===== src/rtl/tmc_scan_sequencer_if.sv =====
// rtl/tmc_scan_sequencer_if.sv - control, SPI pin and result signals of the scan sequencer
interface tmc_scan_sequencer_if #(
  parameter int XFER_BITS = 24
);
  logic                 start;
  logic                 continuous;
  logic [3:0]           live;
  logic [11:0]          chan_en;
  logic [XFER_BITS-1:0] cmd_word;
  logic                 miso;
  logic                 mosi;
  logic                 sclk;
  logic [11:0]          csn;
  logic                 busy;
  logic                 res_valid;
  logic [3:0]           res_chan;
  logic [XFER_BITS-1:0] res_data;
  logic                 scan_done;

  modport slave (
    input  start, continuous, live, chan_en, cmd_word, miso,
    output mosi, sclk, csn, busy, res_valid, res_chan, res_data, scan_done
  );

  modport master (
    output start, continuous, live, chan_en, cmd_word, miso,
    input  mosi, sclk, csn, busy, res_valid, res_chan, res_data, scan_done
  );
endinterface


===== src/rtl/tmc_scan_sequencer.sv =====
// rtl/tmc_scan_sequencer.sv - 12-channel SPI scan sequencer; TMC_SCAN_LIVE_SKIP_EN enables live-board skipping
module tmc_scan_sequencer #(
  parameter int CLK_DIV       = 4,
  parameter int XFER_BITS     = 24,
  parameter int SETTLE_CYCLES = 16
) (
  input  logic                  clk,
  input  logic                  rst_n,
  tmc_scan_sequencer_if.slave   bus
);

  localparam int CNT_MAX = (SETTLE_CYCLES > 2 * CLK_DIV) ? SETTLE_CYCLES : 2 * CLK_DIV;
  localparam int CNT_W   = $clog2(CNT_MAX + 1);
  localparam int BIT_W   = $clog2(XFER_BITS);

  localparam logic [CNT_W-1:0] SETTLE_LAST = CNT_W'(SETTLE_CYCLES - 1);
  localparam logic [CNT_W-1:0] HALF_LAST   = CNT_W'(CLK_DIV - 1);
  localparam logic [CNT_W-1:0] HALF        = CNT_W'(CLK_DIV);
  localparam logic [CNT_W-1:0] PERIOD_LAST = CNT_W'(2 * CLK_DIV - 1);
  localparam logic [BIT_W-1:0] BIT_LAST    = BIT_W'(XFER_BITS - 1);

  typedef enum logic [2:0] {
    S_IDLE,
    S_SCAN,
    S_SELECT,
    S_SHIFT,
    S_DESELECT,
    S_DONE
  } state_t;

  state_t               state_q, state_d;
  logic [3:0]           idx_q, idx_d;
  logic [CNT_W-1:0]     cnt_q, cnt_d;
  logic [BIT_W-1:0]     bit_q, bit_d;
  logic [XFER_BITS-1:0] sh_q, sh_d;
  logic [XFER_BITS-1:0] rx_q, rx_d;
  logic                 mosi_q, mosi_d;
  logic                 sclk_q, sclk_d;
  logic [11:0]          csn_q, csn_d;
  logic                 busy_q, busy_d;
  logic                 res_valid_q, res_valid_d;
  logic [3:0]           res_chan_q, res_chan_d;
  logic [XFER_BITS-1:0] res_data_q, res_data_d;
  logic                 scan_done_q, scan_done_d;
  logic                 eligible;
  logic                 cs_active;

`ifdef TMC_SCAN_LIVE_SKIP_EN
  logic [3:0] live_meta_q, live_meta_d;
  logic [3:0] live_s_q, live_s_d;
  logic [1:0] board;

  // two-flop synchronizer inputs for the asynchronous board-present lines
  always_comb begin
    live_meta_d = bus.live;
    live_s_d    = live_meta_q;
  end

  // synchronizer flops
  always_ff @(posedge clk or negedge rst_n) begin
    if (!rst_n) begin
      live_meta_q <= 4'h0;
      live_s_q    <= 4'h0;
    end else begin
      live_meta_q <= live_meta_d;
      live_s_q    <= live_s_d;
    end
  end

  assign board    = 2'(idx_q / 4'd3);
  assign eligible = bus.chan_en[idx_q] && live_s_q[board];
`else
  assign eligible = bus.chan_en[idx_q];
`endif

  // next-state logic; every output is computed from the next state so it leaves a flop
  always_comb begin
    state_d     = state_q;
    idx_d       = idx_q;
    cnt_d       = cnt_q;
    bit_d       = bit_q;
    sh_d        = sh_q;
    rx_d        = rx_q;
    res_valid_d = 1'b0;
    res_chan_d  = res_chan_q;
    res_data_d  = res_data_q;
    cs_active   = 1'b0;
    csn_d       = 12'hFFF;

    case (state_q)
      S_IDLE: begin
        if (bus.start) begin
          state_d = S_SCAN;
          idx_d   = 4'd0;
        end
      end
      S_SCAN: begin
        if (eligible) begin
          state_d = S_SELECT;
          cnt_d   = '0;
          sh_d    = bus.cmd_word;
        end else if (idx_q == 4'd11) begin
          state_d = S_DONE;
        end else begin
          idx_d = idx_q + 4'd1;
        end
      end
      S_SELECT: begin
        if (cnt_q == SETTLE_LAST) begin
          state_d = S_SHIFT;
          cnt_d   = '0;
          bit_d   = '0;
        end else begin
          cnt_d = cnt_q + 1'b1;
        end
      end
      S_SHIFT: begin
        // this edge raises sclk, so it is the MISO sampling edge
        if (cnt_q == HALF_LAST) begin
          rx_d = {rx_q[XFER_BITS-2:0], bus.miso};
        end
        if (cnt_q == PERIOD_LAST) begin
          cnt_d = '0;
          sh_d  = {sh_q[XFER_BITS-2:0], 1'b0};
          if (bit_q == BIT_LAST) begin
            state_d     = S_DESELECT;
            res_valid_d = 1'b1;
            res_chan_d  = idx_q;
            res_data_d  = rx_q;
          end else begin
            bit_d = bit_q + 1'b1;
          end
        end else begin
          cnt_d = cnt_q + 1'b1;
        end
      end
      S_DESELECT: begin
        if (cnt_q == SETTLE_LAST) begin
          cnt_d = '0;
          if (idx_q == 4'd11) begin
            state_d = S_DONE;
          end else begin
            state_d = S_SCAN;
            idx_d   = idx_q + 4'd1;
          end
        end else begin
          cnt_d = cnt_q + 1'b1;
        end
      end
      S_DONE: begin
        idx_d   = 4'd0;
        state_d = bus.continuous ? S_SCAN : S_IDLE;
      end
      default: begin
        state_d = S_IDLE;
      end
    endcase

    cs_active = (state_d == S_SELECT) || (state_d == S_SHIFT);
    for (int k = 0; k < 12; k++) begin
      csn_d[k] = ~(cs_active && (idx_d == 4'(k)));
    end
    sclk_d      = (state_d == S_SHIFT) && (cnt_d >= HALF);
    mosi_d      = (state_d == S_SHIFT) ? sh_d[XFER_BITS-1] : 1'b0;
    busy_d      = (state_d != S_IDLE);
    scan_done_d = (state_d == S_DONE);
  end

  // state, datapath and registered outputs
  always_ff @(posedge clk or negedge rst_n) begin
    if (!rst_n) begin
      state_q     <= S_IDLE;
      idx_q       <= 4'd0;
      cnt_q       <= '0;
      bit_q       <= '0;
      sh_q        <= '0;
      rx_q        <= '0;
      mosi_q      <= 1'b0;
      sclk_q      <= 1'b0;
      csn_q       <= 12'hFFF;
      busy_q      <= 1'b0;
      res_valid_q <= 1'b0;
      res_chan_q  <= 4'd0;
      res_data_q  <= '0;
      scan_done_q <= 1'b0;
    end else begin
      state_q     <= state_d;
      idx_q       <= idx_d;
      cnt_q       <= cnt_d;
      bit_q       <= bit_d;
      sh_q        <= sh_d;
      rx_q        <= rx_d;
      mosi_q      <= mosi_d;
      sclk_q      <= sclk_d;
      csn_q       <= csn_d;
      busy_q      <= busy_d;
      res_valid_q <= res_valid_d;
      res_chan_q  <= res_chan_d;
      res_data_q  <= res_data_d;
      scan_done_q <= scan_done_d;
    end
  end

  assign bus.mosi      = mosi_q;
  assign bus.sclk      = sclk_q;
  assign bus.csn       = csn_q;
  assign bus.busy      = busy_q;
  assign bus.res_valid = res_valid_q;
  assign bus.res_chan  = res_chan_q;
  assign bus.res_data  = res_data_q;
  assign bus.scan_done = scan_done_q;

endmodule


===== src/flat_wrapper.sv =====
// flat-port wrapper written by rule: the top's interface ports become plain ports
module tmc_scan_sequencer_flat 
#(
  parameter int CLK_DIV       = 4,
  parameter int XFER_BITS     = 24,
  parameter int SETTLE_CYCLES = 16
)
  (clk, rst_n, bus_start, bus_continuous, bus_live, bus_chan_en, bus_cmd_word, bus_miso, bus_mosi, bus_sclk, bus_csn, bus_busy, bus_res_valid, bus_res_chan, bus_res_data, bus_scan_done);
  tmc_scan_sequencer_if #(.XFER_BITS(XFER_BITS)) bus_i ();
  input  logic clk;
  input  logic rst_n;
  input wire logic [$bits(bus_i.start)-1:0] bus_start;
  input wire logic [$bits(bus_i.continuous)-1:0] bus_continuous;
  input wire logic [$bits(bus_i.live)-1:0] bus_live;
  input wire logic [$bits(bus_i.chan_en)-1:0] bus_chan_en;
  input wire logic [$bits(bus_i.cmd_word)-1:0] bus_cmd_word;
  input wire logic [$bits(bus_i.miso)-1:0] bus_miso;
  output wire logic [$bits(bus_i.mosi)-1:0] bus_mosi;
  output wire logic [$bits(bus_i.sclk)-1:0] bus_sclk;
  output wire logic [$bits(bus_i.csn)-1:0] bus_csn;
  output wire logic [$bits(bus_i.busy)-1:0] bus_busy;
  output wire logic [$bits(bus_i.res_valid)-1:0] bus_res_valid;
  output wire logic [$bits(bus_i.res_chan)-1:0] bus_res_chan;
  output wire logic [$bits(bus_i.res_data)-1:0] bus_res_data;
  output wire logic [$bits(bus_i.scan_done)-1:0] bus_scan_done;
  assign bus_i.start = bus_start;
  assign bus_i.continuous = bus_continuous;
  assign bus_i.live = bus_live;
  assign bus_i.chan_en = bus_chan_en;
  assign bus_i.cmd_word = bus_cmd_word;
  assign bus_i.miso = bus_miso;
  assign bus_mosi = bus_i.mosi;
  assign bus_sclk = bus_i.sclk;
  assign bus_csn = bus_i.csn;
  assign bus_busy = bus_i.busy;
  assign bus_res_valid = bus_i.res_valid;
  assign bus_res_chan = bus_i.res_chan;
  assign bus_res_data = bus_i.res_data;
  assign bus_scan_done = bus_i.scan_done;
  tmc_scan_sequencer #(.CLK_DIV(CLK_DIV), .XFER_BITS(XFER_BITS), .SETTLE_CYCLES(SETTLE_CYCLES)) u_core (.clk(clk), .rst_n(rst_n), .bus(bus_i));
endmodule

===== config.mk =====
export PLATFORM = sky130hd
export DESIGN_NAME = tmc_scan_sequencer_flat
export DESIGN_NICKNAME = d
export VERILOG_FILES = /design/src/rtl/tmc_scan_sequencer_if.sv /design/src/rtl/tmc_scan_sequencer.sv /design/src/flat_wrapper.sv
export SDC_FILE = /design/constraint.sdc
export NUM_CORES = 1
export LEC_CHECK = 0
export CORE_UTILIZATION = 50
export CTS_CLUSTER_SIZE = 10
export DETAILED_ROUTE_END_ITERATION = 10
export DONT_BUFFER_PORTS = 1
export SLEW_MARGIN = 15
export SYNTH_ARGS = -nofsm -noshare
export SYNTH_HDL_FRONTEND = slang
export SYNTH_SLANG_ARGS = --single-unit

===== constraint.sdc =====
create_clock -name clk -period 3 [get_ports clk]
set_input_delay 0.3 -clock clk [delete_from_list [all_inputs] [get_ports clk]]
set_output_delay 0.3 -clock clk [all_outputs]
set_load 0.1 [all_outputs]

# == After elaboration in Yosys (flattened, before gate mapping) ==
# Index checks and enable logic that the tools add are counted.
# word_totals
register_bits,110
latch_bits,0
ram_bits,0
rom_bits,0
input_bits,45
out_inout_bits,45
wordCells,116
memories,0
# classes
n_addsub,3
n_mul,0
div_mod_pow,0
magnitude_cmp,2
n_eq_ne,28
shifts,0
muxes,32
bitwise,12
n_reduce_logical,24
# op_table
cell,n
$mux W24,2
$pmux W24 S2,1
$mux W5,6
$mux W3,8
$eq A4 B4 Y1 const B,5
$pmux W3 S6,1
$eq A4 B3 Y1 const B,4
$mux W4,4
$pmux W4 S4,1
$pmux W5 S3,1
$logic_and A1 B1 Y1,13
$eq A3 B2 Y1 const B,4
$not A1 Y1,12
$add A5 B1 Y5 const B,2
$pmux W5 S2,1
$eq A3 B3 Y1 const B,3
$eq A4 B2 Y1 const B,2
$mux W1,6
$ne A2 B1 Y1 const B,3
$reduce_and A3 Y1,2
$eq A5 B2 Y1 const B,1
$eq A5 B3 Y1 const B,1
$eq A5 B4 Y1 const B,1
$eq A5 B5 Y1 const B,1
15 further kinds,16

# == Logic depth before layout (Yosys ltp) ==
# logic_depth
word_depth,8
ltp_mapped,9
ltp_nobuf,9

# == Worst setup path after synthesis ==
# Ideal clock, no wire load.
# synth_path
path_kind,reg2reg
from,reg u_core.idx_q[0]
to,"reg u_core.csn_q[0], in the netlist u_core.bus.csn[0]"
setup_time_ns,0.095
t_arrival_ns,2.010
required_time_ns,2.905
slack_ns,0.896
stages_incl_launch_ff,9
n_path_buf,1
synth_period_minus_slack_ns,2.104
cell_sequence,dfrtp_1 buf_6 mux2i_1 a221o_1 a21o_1 a21oi_4 o211ai_1 and4bb_2 nand3_1
# synth_via
elab_chain_len,8
word_cells_on_any_way,20
cone_classes,1 x add/sub; 3 x eq/ne; 12 x mux; 1 x bitwise; 3 x reduce/logical
# synth_rtl
element,line_no,rtl
from (decl),tmc_scan_sequencer.sv:32,"logic [3:0] idx_q, idx_d;"
from (signal assigned),tmc_scan_sequencer.sv:188,idx_q <= idx_d;
$bmux W1 S4 or $eq A4 B4 Y1 (tied branches),"tmc_scan_sequencer.sv:73, tmc_scan_sequencer.sv:102, tmc_scan_sequencer.sv:140",
$mux W1 (not written as such) (tied with other cells),tmc_scan_sequencer.sv:73,assign eligible = bus.chan_en[idx_q];
"$mux W3, on equally long branches","tmc_scan_sequencer.sv:98, tmc_scan_sequencer.sv:138",
$pmux W3 S6,tmc_scan_sequencer.sv:90,case (state_q)
$eq A3 B2 Y1,tmc_scan_sequencer.sv:159,cs_active = (state_d == S_SELECT) || (state_d == S_SHIFT);
$logic_or A1 B1 Y1,tmc_scan_sequencer.sv:159,
$logic_and A1 B1 Y1 (*),tmc_scan_sequencer.sv:161,csn_d[k] = ~(cs_active && (idx_d == 4'(k)));
$not A1 Y1 (*),tmc_scan_sequencer.sv:161,
net u_core.csn_d[0],tmc_scan_sequencer.sv:39,"logic [11:0] csn_q, csn_d;"
to (signal assigned),tmc_scan_sequencer.sv:195,csn_q <= csn_d;
to (decl),tmc_scan_sequencer.sv:39,
# The timed path passes the listed nets; every way through them passes the cells marked *. The select of a mux whose other input is x is not followed.
# A chain may end at the register's enable or synchronous reset.

# == Worst setup path after layout ==
# layout_path
from,reg u_core.idx_q[0]
to,"reg u_core.csn_q[5], in the netlist u_core.bus.csn[5]"
# layout_via
word_cells_on_any_way,20
cone_classes,1 x add/sub; 4 x eq/ne; 12 x mux; 1 x bitwise; 2 x reduce/logical
# layout_rtl
element,line_no
$add A4 B1 Y4 (tied with other cells),"tmc_scan_sequencer.sv:105, tmc_scan_sequencer.sv:144"
$mux W4 or $mux W1 (tied branches),"tmc_scan_sequencer.sv:102, tmc_scan_sequencer.sv:140, tmc_scan_sequencer.sv:73"
"$mux W4, on equally long branches","tmc_scan_sequencer.sv:138, tmc_scan_sequencer.sv:98"
$pmux W4 S4 (*),tmc_scan_sequencer.sv:90
net u_core.idx_d[0],tmc_scan_sequencer.sv:32
$eq A4 B3 Y1 (*),tmc_scan_sequencer.sv:161
$logic_and A1 B1 Y1 (*),tmc_scan_sequencer.sv:161
$not A1 Y1 (*),tmc_scan_sequencer.sv:161
net u_core.csn_d[5],tmc_scan_sequencer.sv:39
# Marked as above.

==> impl_metrics.xml <==
<?xml version="1.0" encoding="UTF-8"?>
<metrics>
  <group name="outcome">
    <metric name="status" unit="">finished, final reports clean</metric>
  </group>
  <group name="power">
    <metric name="power_density" unit="nW/um^2">471</metric>
    <metric name="pwr-share-seq" unit="">0.618</metric>
    <metric name="power_switching" unit="uW">589</metric>
    <metric name="power.combinational.fraction" unit="">0.027</metric>
    <metric name="ir_worst_vdd" unit="mV">0.271</metric>
    <metric name="power.share.clock" unit="">0.355</metric>
    <metric name="power.static_leakage" unit="nW">2.45</metric>
    <metric name="switching_share" unit="">0.240</metric>
    <metric name="cellInternalPower" unit="mW">1.86</metric>
  </group>
  <group name="global_route">
    <metric name="grt_remaining_overflow" unit="">0</metric>
    <metric name="grt_pass1_wl" unit="um">15100</metric>
    <metric name="grt_max_degree" unit="">111</metric>
    <metric name="first_global_vias" unit="">3118</metric>
    <metric name="grt_antenna_before_repair" unit="">0</metric>
    <metric name="grt_usage" unit="">0.193</metric>
  </group>
  <group name="cells_and_area">
    <metric name="n_antenna_cell" unit="">0</metric>
    <metric name="post-route-util" unit="">0.559</metric>
    <metric name="layout-drive-gt1-share" unit="">0.247</metric>
    <metric name="nNetsFinal" unit="">465</metric>
    <metric name="area_overhead_vs_synth" unit="%">7.54</metric>
  </group>
  <group name="floorplan">
    <metric name="initial_core_util" unit="">0.520</metric>
    <metric name="core" unit="um^2">9330</metric>
    <metric name="boundaryPins" unit="">90</metric>
    <metric name="design.die.area" unit="um^2">10100</metric>
    <metric name="fp-row-count" unit="">35</metric>
    <metric name="die_height" unit="um">100</metric>
    <metric name="die_w" unit="um">100</metric>
  </group>
  <group name="synth">
    <metric name="ys_types" unit="">54</metric>
    <metric name="muxShareOfSynthArea" unit="">0.138</metric>
    <metric name="synth.top_cell.area_share" unit="">0.506</metric>
    <metric name="postSynthCellCount" unit="">416</metric>
    <metric name="synth.ff_latch_count" unit="">110</metric>
    <metric name="post_synth.cell_area_avg" unit="um^2">11.6</metric>
    <metric name="synth_simple_gate_area_share" unit="">0.129</metric>
    <metric name="synth-async-reset-ratio" unit="">1.00</metric>
    <metric name="ys_seq_area_frac" unit="">0.571</metric>
    <metric name="synthesis.yosys.warnings" unit="">0</metric>
    <metric name="synth_top_family_by_area" unit="">multiplexers</metric>
    <metric name="synth_compound_area_frac" unit="">0.117</metric>
    <metric name="synth.area.top_cells" unit="">sky130_fd_sc_hd__dfrtp_1 (51%), sky130_fd_sc_hd__mux2_2 (12%), sky130_fd_sc_hd__dfstp_2 (6.5%)</metric>
    <metric name="post-synth-top-area-cell" unit="">sky130_fd_sc_hd__dfrtp_1</metric>
    <metric name="postSynth.topFlopCell" unit="">sky130_fd_sc_hd__dfrtp_1</metric>
    <metric name="post_synth_instance_area" unit="um^2">4850</metric>
    <metric name="post_synth_xor_area_fraction" unit="">0.00904</metric>
    <metric name="synthesis.nets" unit="">465</metric>
    <metric name="synth_enable_flop_cells" unit="">0</metric>
    <metric name="synth_adder_area_share" unit="">0.0103</metric>
  </group>
  <group name="sta">
    <metric name="timing.final.setup_violations" unit="">0</metric>
    <metric name="worst_clk_skew" unit="ns">0.0174</metric>
    <metric name="fin_tns_setup" unit="ns">0</metric>
    <metric name="max_slew_violation_total_from_the_final_report" unit="">0</metric>
    <metric name="unrepaired_setup_endpoints_after_global_routing" unit="">false</metric>
    <metric name="achievable-frequency" unit="MHz">406</metric>
    <metric name="slew_headroom" unit="">0.378</metric>
    <metric name="tcrit_tclk_final" unit="">0.820</metric>
    <metric name="timing_worst_slew_pin_value" unit="ns">0.934</metric>
    <metric name="final_hold_vios" unit="">0</metric>
    <metric name="finalCriticalPeriod" unit="ns">2.46</metric>
  </group>
  <group name="run">
    <metric name="drv_cap" unit="">0</metric>
  </group>
  <group name="worst_setup_path">
    <metric name="startpoint" unit="">u_core.idx_q[0]</metric>
    <metric name="setup.reg_to_reg.worst_slack" unit="ns">0.54</metric>
    <metric name="worstSetupPathType" unit="">flop to flop</metric>
    <metric name="rr_startpoint" unit="">u_core.idx_q[0]</metric>
    <metric name="worst_path_max_delay_cell" unit="">sky130_fd_sc_hd__dfrtp_1</metric>
    <metric name="critical_path.max_stage_delay" unit="ns">0.60</metric>
    <metric name="worst_setup_path_end_kind" unit="">flop</metric>
    <metric name="worstPathCellList" unit="">mux2i_1, a221oi_1, nand3b_1, a32oi_1, nor2_1, o2bb2ai_2, inv_2, nand3_1</metric>
    <metric name="path_max_fanout" unit="">9</metric>
    <metric name="required" unit="ns">3.31</metric>
    <metric name="crit_path_start_kind" unit="">flop</metric>
    <metric name="data_arrival_time_at_the_worst_slack_endpoint" unit="ns">2.77</metric>
  </group>
  <group name="worst_hold_path">
    <metric name="hp-start" unit="">bus_cmd_word[0]</metric>
    <metric name="hp-class" unit="">primary input to flop</metric>
  </group>
  <group name="clock_tree">
    <metric name="cts_buffers" unit="">9</metric>
    <metric name="clockBufferDepth" unit="">2</metric>
    <metric name="clock_sinks" unit="">110</metric>
    <metric name="tritoncts" unit="">done</metric>
    <metric name="postCtsSetupBuffers" unit="">0</metric>
    <metric name="clock_latency" unit="ns">0.37</metric>
    <metric name="clock-root-buffer" unit="">sky130_fd_sc_hd__clkbuf_8</metric>
    <metric name="h-tree-depth" unit="">3</metric>
    <metric name="holdBufCountCts" unit="">2</metric>
    <metric name="post_cts.resized_instances" unit="">0</metric>
    <metric name="clkTransAtPathRegs" unit="ns">0.10</metric>
  </group>
  <group name="place">
    <metric name="port_buffers" unit="">0</metric>
    <metric name="gp_routability_congestion" unit="">0.838</metric>
    <metric name="dp_hpwl" unit="um">5990</metric>
  </group>
  <group name="routing">
    <metric name="route.detailed.vias_per_inst" unit="">5.68</metric>
    <metric name="drc_violation_count_after_routing" unit="">0</metric>
    <metric name="detail_route.wirelength" unit="um">9280</metric>
    <metric name="drt-pass1-iter-count" unit="">4</metric>
    <metric name="final_antenna_net_count" unit="">0</metric>
    <metric name="wl_per_cell" unit="um">16.9</metric>
    <metric name="via_count" unit="">3122</metric>
    <metric name="drt_iter0_markers" unit="">146</metric>
  </group>
</metrics>
## worst max-delay path, delay by kind of cell, from the launching register on
| family | cells | cell delay, ns |
|---|---|---|
| compound gates | 3 | 1.03 |
| mux | 1 | 0.16 |
| buf+inv | 1 | 0.13 |
| flops | 1 | 0.60 |
| simple gates | 3 | 0.48 |
## synthesized netlist by cell type (5+ instances only)
master and count:
sky130_fd_sc_hd__dfrtp_1 98, sky130_fd_sc_hd__clkbuf_1 13, sky130_fd_sc_hd__inv_1 7, sky130_fd_sc_hd__a21o_1 5
sky130_fd_sc_hd__mux2_2 52, sky130_fd_sc_hd__a31oi_1 6, sky130_fd_sc_hd__a22oi_1 22, sky130_fd_sc_hd__nand3_1 18
sky130_fd_sc_hd__buf_2 5, sky130_fd_sc_hd__nand2_1 63, sky130_fd_sc_hd__o21ai_0 14, sky130_fd_sc_hd__dfstp_2 12
sky130_fd_sc_hd__nor2_1 18, sky130_fd_sc_hd__a21oi_1 10
## final cells by class
cell class,count,area (um^2)
Clock buffer,10,138
Clock inverter,6,57.6
Inverter,9,33.8
Fill cell,850,4120
Multi-Input combinational cell,277,1960
Timing Repair Buffer,9,90.1
Tap cell,129,161
Sequential cell,110,2770
## sequential cells by signal, summed over array words and instances (netlist names)
register	flops
u_core.bit_q	5
u_core.bus.sclk	1
u_core.idx_q	4
u_core.bus.mosi	1
u_core.sh_q	24
u_core.cnt_q	5
u_core.bus.res_chan	4
u_core.bus.res_data	24
u_core.rx_q	24
u_core.bus.res_valid	1
u_core.bus.busy	1
u_core.bus.scan_done	1
u_core.state_q	3
u_core.bus.csn	12
## layout by cell type (no fill, tap or decap), types with 5 or more instances in the layout
| cell | Yosys | final |
|---|---|---|
| sky130_fd_sc_hd__mux2_2 | 52 | 52 |
| sky130_fd_sc_hd__buf_4 | 0 | 7 |
| sky130_fd_sc_hd__a21oi_1 | 10 | 10 |
| sky130_fd_sc_hd__a21o_1 | 5 | 5 |
| sky130_fd_sc_hd__o21ai_0 | 14 | 14 |
| sky130_fd_sc_hd__clkbuf_8 | 0 | 10 |
| sky130_fd_sc_hd__a22oi_1 | 22 | 22 |
| sky130_fd_sc_hd__nor2_1 | 18 | 17 |
| sky130_fd_sc_hd__dfrtp_1 | 98 | 98 |
| sky130_fd_sc_hd__inv_1 | 7 | 7 |
| sky130_fd_sc_hd__nand3_1 | 18 | 18 |
| sky130_fd_sc_hd__a31oi_1 | 6 | 6 |
| sky130_fd_sc_hd__dfstp_2 | 12 | 12 |
| sky130_fd_sc_hd__nand2_1 | 63 | 63 |
## power by group through the flow
stage	Sequential [mW]	Clock, mW	Combinational (mW)
after floorplan	1.54	0	0.0300
after global placement	1.54	0	0.0336
after detailed placement	1.54	0	0.0347
after CTS	1.52	0.903	0.0701
after global routing	1.52	0.952	0.0783
final	1.52	0.870	0.0670
## per-layer routing
metal | global-route usage | part of all wire | up-vias
met5 | 0 | 0 | -
met4 | 0.0803 | 0.016 | 0
met3 | 0.0494 | 0.049 | 14
met2 | 0.302 | 0.47 | 77
met1 | 0.255 | 0.46 | 1553
li1 | - | - | 1478
## per-stage QoR
stage               area [um^2]  setup slack (ns)  std cells  hold slack, ns  power, mW
CTS                        5210             0.511        550          0.0409       2.49
global placement           4980             0.504        532         0.00759       1.58
finish                     5210             0.539        550          0.0629       2.45
global route               5210             0.310        550          0.0552       2.55
floorplan                  4850             0.896        416         0.00441       1.57
detailed placement         4980             0.536        532         0.00805       1.58
## kinds of logic after synthesis
family,after synthesis
AND/OR/NAND/NOR,131
AO/OA/AOI/OAI,79
flip-flops,110
adder cells (fa/ha/maj),4
buffers and inverters,29
XOR/XNOR,5
multiplexers,58
## worst paths after layout
check                                    end  cells past startpoint
hold / removal                u_core.sh_q[0]                      2
setup reg to reg           u_core.bus.csn[5]                      8
hold reg to reg              u_core.sh_q[16]                      2
max in group asynchronous  u_core.bus.csn[0]                      2
setup / recovery           u_core.bus.csn[5]                      8
min in group asynchronous    u_core.cnt_q[2]                      2
(Power assumes the default switching activity.)
